===== config.mk =====
export PLATFORM = sky130hd
export DESIGN_NAME = uart_tx_arb
export DESIGN_NICKNAME = d
export VERILOG_FILES = /design/src/rtl/uart_tx_arb_pkg.sv /design/src/rtl/uart_tx_arb_rr_pick.sv /design/src/rtl/uart_tx_arb.sv
export SDC_FILE = /design/constraint.sdc
export NUM_CORES = 1
export LEC_CHECK = 0
export BUFFER_PORTS_ARGS = -buffer_cell sky130_fd_sc_hd__buf_2
export CORE_MARGIN = 10
export CORE_UTILIZATION = 53
export DETAILED_ROUTE_END_ITERATION = 6
export PLACE_DENSITY_LB_ADDON = 0.25
export SYNTH_ARGS = -nofsm -noshare
export SYNTH_HDL_FRONTEND = slang
export SYNTH_SLANG_ARGS = --single-unit

===== constraint.sdc =====
create_clock -name CLK -period 2.28 [get_ports CLK]
set_input_delay 0.228 -clock CLK [delete_from_list [all_inputs] [get_ports CLK]]
set_output_delay 0.228 -clock CLK [all_outputs]
set_load 0.005 [all_outputs]

===== src/rtl/uart_tx_arb_pkg.sv =====
// ---------------------------------------------------------------------------
// uart_tx_arb_pkg
// Shared constants for the UART transmit arbiter: FSM encoding, default
// parameters and the byte width.
// Rev 1.0 - initial release
// ---------------------------------------------------------------------------
`default_nettype none

package uart_tx_arb_pkg;

  localparam int BYTE_W       = 8;
  localparam int DEF_NREQ     = 4;
  localparam int DEF_WAIT_CYC = 4;

  localparam logic [0:0] ST_IDLE = 1'b0;
  localparam logic [0:0] ST_WAIT = 1'b1;

endpackage

`default_nettype wire


===== src/rtl/uart_tx_arb_rr_pick.sv =====
// ---------------------------------------------------------------------------
// rr_pick
// Combinational round-robin find-first: returns the first set request at or
// after the start pointer, wrapping modulo N.
// Rev 1.0 - initial release
// ---------------------------------------------------------------------------
`default_nettype none

module rr_pick #(
  parameter int N  = 4,
  parameter int PW = 2
) (
  input  logic [N-1:0]  req,
  input  logic [PW-1:0] start,
  output logic          hit,
  output logic [PW-1:0] idx
);

  logic [2*N-1:0] rot;
  logic [PW:0]    sum;

  // Rotate the request vector so bit 0 is the start position, then take the
  // lowest set bit; descending scan lets the lowest offset win.
  always_comb begin
    rot = {req, req} >> start;
    sum = '0;
    hit = 1'b0;
    idx = '0;
    for (int k = N - 1; k >= 0; k--) begin
      if (rot[k]) begin
        hit = 1'b1;
        sum = {1'b0, start} + (PW+1)'(k);
        if (sum >= (PW+1)'(N)) sum = sum - (PW+1)'(N);
        idx = sum[PW-1:0];
      end
    end
  end

endmodule

`default_nettype wire


===== src/rtl/uart_tx_arb.sv =====
// ---------------------------------------------------------------------------
// uart_tx_arb
// Shares one UART transmit channel between NREQ byte producers. Each producer
// has a one-byte holding register; a round-robin arbiter issues one send
// strobe per byte and waits for the transmitter to go busy (or a timeout)
// before granting again.
// Optional macro UART_TX_ARB_PRIO_EN: requester 0 gets strict priority and
// the round-robin pointer only covers requesters 1..NREQ-1.
// Rev 1.0 - initial release
// ---------------------------------------------------------------------------
`default_nettype none

module uart_tx_arb
  import uart_tx_arb_pkg::*;
#(
  parameter int NREQ     = DEF_NREQ,
  parameter int WAIT_CYC = DEF_WAIT_CYC
) (
  input  logic                   CLK,
  input  logic                   RSTN,
  input  logic [NREQ-1:0]        req_valid,
  input  logic [BYTE_W*NREQ-1:0] req_data,
  output logic [NREQ-1:0]        req_ready,
  input  logic                   uart_send_ready,
  output logic                   uart_send_req,
  output logic [BYTE_W-1:0]      uart_send_data,
  output logic [2:0]             grant_id
);

  localparam int PW = $clog2(NREQ);
  localparam int CW = $clog2(WAIT_CYC + 1);
  localparam logic [PW-1:0] PTR_LAST = PW'(NREQ - 1);
`ifdef UART_TX_ARB_PRIO_EN
  localparam logic [PW-1:0] PTR_FIRST = PW'(1);
`else
  localparam logic [PW-1:0] PTR_FIRST = '0;
`endif

  logic [0:0]        state;
  logic [0:0]        state_nxt;
  logic [NREQ-1:0]   hold_valid;
  logic [BYTE_W-1:0] hold_data [NREQ];
  logic [PW-1:0]     rr_ptr;
  logic [PW-1:0]     rr_ptr_nxt;
  logic [CW-1:0]     wait_cnt;
  logic [NREQ-1:0]   pick_req;
  logic              pick_hit;
  logic [PW-1:0]     pick_idx;
  logic              grant_any;
  logic              grant_fire;
  logic [PW-1:0]     grant_idx;

  // Ready is a pure register output: empty holding register means ready.
  assign req_ready = ~hold_valid;

`ifdef UART_TX_ARB_PRIO_EN
  // Requester 0 is handled by the override, so hide it from the rotation.
  assign pick_req = hold_valid & ~NREQ'(1);
`else
  assign pick_req = hold_valid;
`endif

  rr_pick #(
    .N  (NREQ),
    .PW (PW)
  ) u_rr_pick (
    .req   (pick_req),
    .start (rr_ptr),
    .hit   (pick_hit),
    .idx   (pick_idx)
  );

  // Grant selection and the pointer value that follows it.
  always_comb begin
    grant_any = pick_hit;
    grant_idx = pick_idx;
`ifdef UART_TX_ARB_PRIO_EN
    if (hold_valid[0]) begin
      grant_any = 1'b1;
      grant_idx = '0;
    end
`endif
    grant_fire = (state == ST_IDLE) && uart_send_ready && grant_any;
    if (grant_idx == PTR_LAST) rr_ptr_nxt = PTR_FIRST;
    else                       rr_ptr_nxt = grant_idx + PW'(1);
`ifdef UART_TX_ARB_PRIO_EN
    if (grant_idx == '0) rr_ptr_nxt = rr_ptr;
`endif
  end

  // State register.
  always_ff @(posedge CLK or negedge RSTN) begin
    if (!RSTN) state <= ST_IDLE;
    else       state <= state_nxt;
  end

  // Next state: leave WAIT once the UART goes busy or the window expires.
  always_comb begin
    state_nxt = state;
    case (state)
      ST_IDLE: if (grant_fire) state_nxt = ST_WAIT;
      ST_WAIT: if (!uart_send_ready || wait_cnt == '0) state_nxt = ST_IDLE;
      default: state_nxt = ST_IDLE;
    endcase
  end

  // Holding registers, send strobe/data, debug id, wait counter and pointer.
  always_ff @(posedge CLK or negedge RSTN) begin
    if (!RSTN) begin
      hold_valid     <= '0;
      uart_send_req  <= 1'b0;
      uart_send_data <= '0;
      grant_id       <= '0;
      wait_cnt       <= '0;
      rr_ptr         <= PTR_FIRST;
      for (int i = 0; i < NREQ; i++) hold_data[i] <= '0;
    end else begin
      // Accept and clear never coincide: a grant needs hold_valid, accept needs ready.
      for (int i = 0; i < NREQ; i++) begin
        if (req_valid[i] && !hold_valid[i]) begin
          hold_valid[i] <= 1'b1;
          hold_data[i]  <= req_data[BYTE_W*i +: BYTE_W];
        end else if (grant_fire && grant_idx == PW'(i)) begin
          hold_valid[i] <= 1'b0;
        end
      end
      uart_send_req <= grant_fire;
      if (grant_fire) begin
        uart_send_data <= hold_data[grant_idx];
        grant_id       <= 3'(grant_idx);
        wait_cnt       <= CW'(WAIT_CYC);
        rr_ptr         <= rr_ptr_nxt;
      end else if (state == ST_WAIT && uart_send_ready && wait_cnt != '0) begin
        wait_cnt <= wait_cnt - CW'(1);
      end
    end
  end

endmodule

`default_nettype wire


==> impl_summary.log <==
INFO  metric status = complete, no violations
INFO  metric finalMaxSlewViolations = 0
INFO  metric async_set_reset_flop_share_out_of_synthesis = 1.00
INFO  metric avgViaCountPerCell = 5.62
INFO  metric power.density = about 1500 nW/um^2
INFO  metric post_synth_edffs = 0
INFO  metric globalRoute.totalOverflow = 0
INFO  metric ioPinCount = 55
INFO  metric yosys.cell_types.count = 36
INFO  metric final_report_hold_violation_count = 0
INFO  metric gp_congestion = around 0.79
INFO  metric final_cell_mix = dfrtp_1 (53), buf_2 (53), mux2_2 (35)
INFO  metric final.min_clock_period = 2.11 ns
INFO  metric finalCoreUtilization = 0.664
INFO  metric route.antenna.remaining_nets = 0
INFO  metric clock_tree_from_tritoncts = built
INFO  metric period_share = 0.925
INFO  metric arrival = 2.30 ns
INFO  metric worst_setup_path_end_kind = flop
INFO  metric post-cts-setup-buffers = 0
INFO  metric root_buffer = clkbuf_8
INFO  metric die_h = 87.3 um
INFO  metric yosys_register_bits = 53
INFO  metric netlist_instances = 190
INFO  metric routed-via-count = 1721
INFO  metric route.detailed.wl_per_inst = between 15 and 20 um
INFO  metric grt_antenna_before_repair = 0
INFO  metric power_leakage = 1.39 nW
INFO  metric critical_path.max_fanout = 9
INFO  metric hpwlAfterDp = 4150 um
INFO  metric worst_pin_slew = 0.660 ns
INFO  metric yosys_warnings = 0
INFO  metric floorplan.rows = 24
INFO  metric numCtsBuffers = 5
INFO  metric grt_pass1_wl = roughly 9000 um
INFO  metric detail_route.wirelength = 5310 um
INFO  metric synth_seq_area_share = 0.553
INFO  metric h_tree_levels = 2
INFO  metric port_buffers = 53
INFO  metric coreArea = 4350 sq um
INFO  metric initial_utilization = 0.551
INFO  metric totalNegativeSetupSlack = 0 ns
INFO  metric worst_hold_path_type = primary input to flop
INFO  metric insertion_delay = around 0.30 ns
INFO  metric cts_num_sinks = 53
INFO  metric route.detailed.drc = 0
INFO  metric hold_ws = between 0.15 and 0.2 ns
INFO  metric initialDrtViolationCount = around 110
INFO  metric rsz0062_at_grt = no
INFO  metric die_area = around 7600 sq um
INFO  metric yosys_most_used_dff = dfrtp_1
INFO  metric grtUsageTotal = 0.147
INFO  metric finish.net_count = slightly below 300
INFO  metric vdd_drop_max = around 0.00074 V
INFO  metric clock.fmax = between 0.4 and 0.5 GHz
INFO  metric reg2reg_slack = 0.17 ns
INFO  metric area_delta_synth_final = 20.7%
INFO  metric mappedNetlistNets = 231
INFO  metric worstSetupPathType = flop to flop
INFO  metric grt_pass1_vias = 1873
INFO  metric required = 2.47 ns
INFO  metric fp.dieW = 87.3 um
INFO  metric max_cap_violations = 0
INFO  metric syn_area_per_cell = 12.6 sq um
INFO  metric pin_count_of_the_biggest_net_entering_global_routing = 30
INFO  metric post_synthesis_cell_area = 2400 sq um
INFO  metric finalClockSkew = a little over 0.006 ns
INFO  metric cts_buffer_depth = 2
INFO  metric clk_pin_slew_worst_paths = 0.09 ns
INFO  metric setup_viol = 0
INFO  metric final_layout_size_suffix_gt1_frac = 0.461
INFO  metric worst_setup_path_start_kind = flop
INFO  metric drt_first_pass_iters = 4
INFO  metric relSlewSlack = 0.560
INFO  metric antenna_cells = 0
stage by stage:
| stage | cells | setup slack (ns) | power [mW] | area [sq um] |
|---|---|---|---|---|
| finish | 306 | 0.172 | 4.22 | 2890 |
| floorplan | 190 | 0.372 | 3.03 | 2400 |
| global route | 306 | 0.0276 | 4.54 | 2890 |
| global placement | 297 | 0.167 | 3.50 | 2760 |
| CTS | 306 | 0.112 | 4.24 | 2890 |
| detailed placement | 297 | 0.108 | 3.59 | 2760 |
where the power goes:
group	switching, mW	internal [mW]
logic	0.859	1.01
clock network	0.286	0.358
registers	0.304	1.40
total	1.45	2.77
routing by layer:
layer | global-route usage | vias up | share of wire
li1 | - | 808 | -
met1 | 0.177 | 857 | 0.41
met2 | 0.248 | 49 | 0.51
met3 | 0.0459 | 7 | 0.064
met4 | 0.0348 | 0 | 0.010
met5 | 0 | - | 0
Yosys cell counts, types with 2 or more instances:
cell | count | area share
or4_1 | 2 | 0.0063
o21ai_0 | 10 | 0.021
a21oi_1 | 10 | 0.021
a21o_1 | 3 | 0.0094
dfrtp_1 | 53 | 0.55
nand2_1 | 4 | 0.0063
mux2_4 | 5 | 0.031
nor2b_1 | 7 | 0.018
ha_1 | 2 | 0.010
nor2_1 | 10 | 0.016
clkbuf_1 | 5 | 0.0078
inv_1 | 7 | 0.011
mux2_2 | 35 | 0.16
nand3_1 | 8 | 0.017
a221o_1 | 8 | 0.033
layout make-up:
type                            instances  area [sq um]
Multi-Input combinational cell        121          1000
Fill cell                             353          1460
Clock buffer                            7          86.3
Inverter                                8          30.0
Sequential cell                        53          1330
Clock inverter                          1          30.0
Timing Repair Buffer                   64           350
Tap cell                               52          65.1
logic make-up after synthesis:
logic type / Yosys count / synth area share
AO/OA/AOI/OAI: 39 / 0.113
XOR/XNOR: 2 / 0.00731
adder cells (fa/ha/maj): 2 / 0.0104
buffers and inverters: 16 / 0.0298
flip-flops: 53 / 0.553
multiplexers: 40 / 0.196
other: 1 / 0.00156
AND/OR/NAND/NOR: 37 / 0.0893
flip-flops by register name, indices dropped and copies added (netlist names):
register and cells:
grant_id 2, state 1, rr_ptr 2, hold_data 32
uart_send_req 1, hold_valid 4, uart_send_data 8, wait_cnt 3
repair_timing:
item	CTS	global route
endpoints found under the hold margin	27	0
endpoints found under the setup margin	0	3
hold buffers	1	0
gates resized for setup	0	1
worst paths after layout:
| check | start | end | cells after the start |
|---|---|---|---|
| worst max-delay path | hold_valid[3] | uart_send_data[1] | 6 |
| worst min-delay path | req_data[5] | hold_data[29] | 2 |
| worst max register to register | hold_valid[3] | uart_send_data[1] | 6 |
| worst min register to register | grant_id[0] | grant_id[0] | 1 |
| max in group asynchronous | RSTN | hold_data[0] | 3 |
| min in group asynchronous | RSTN | hold_data[26] | 2 |
critical path, cell delays in order, from the launching register on:
cell      delay, ns
dfrtp_1        0.45
or4_1          0.55
nand3b_2       0.11
inv_2          0.07
o21ai_1        0.34
a21oi_1        0.15
a221o_1        0.30
No activity file was read; power rests on OpenSTA's default activity.
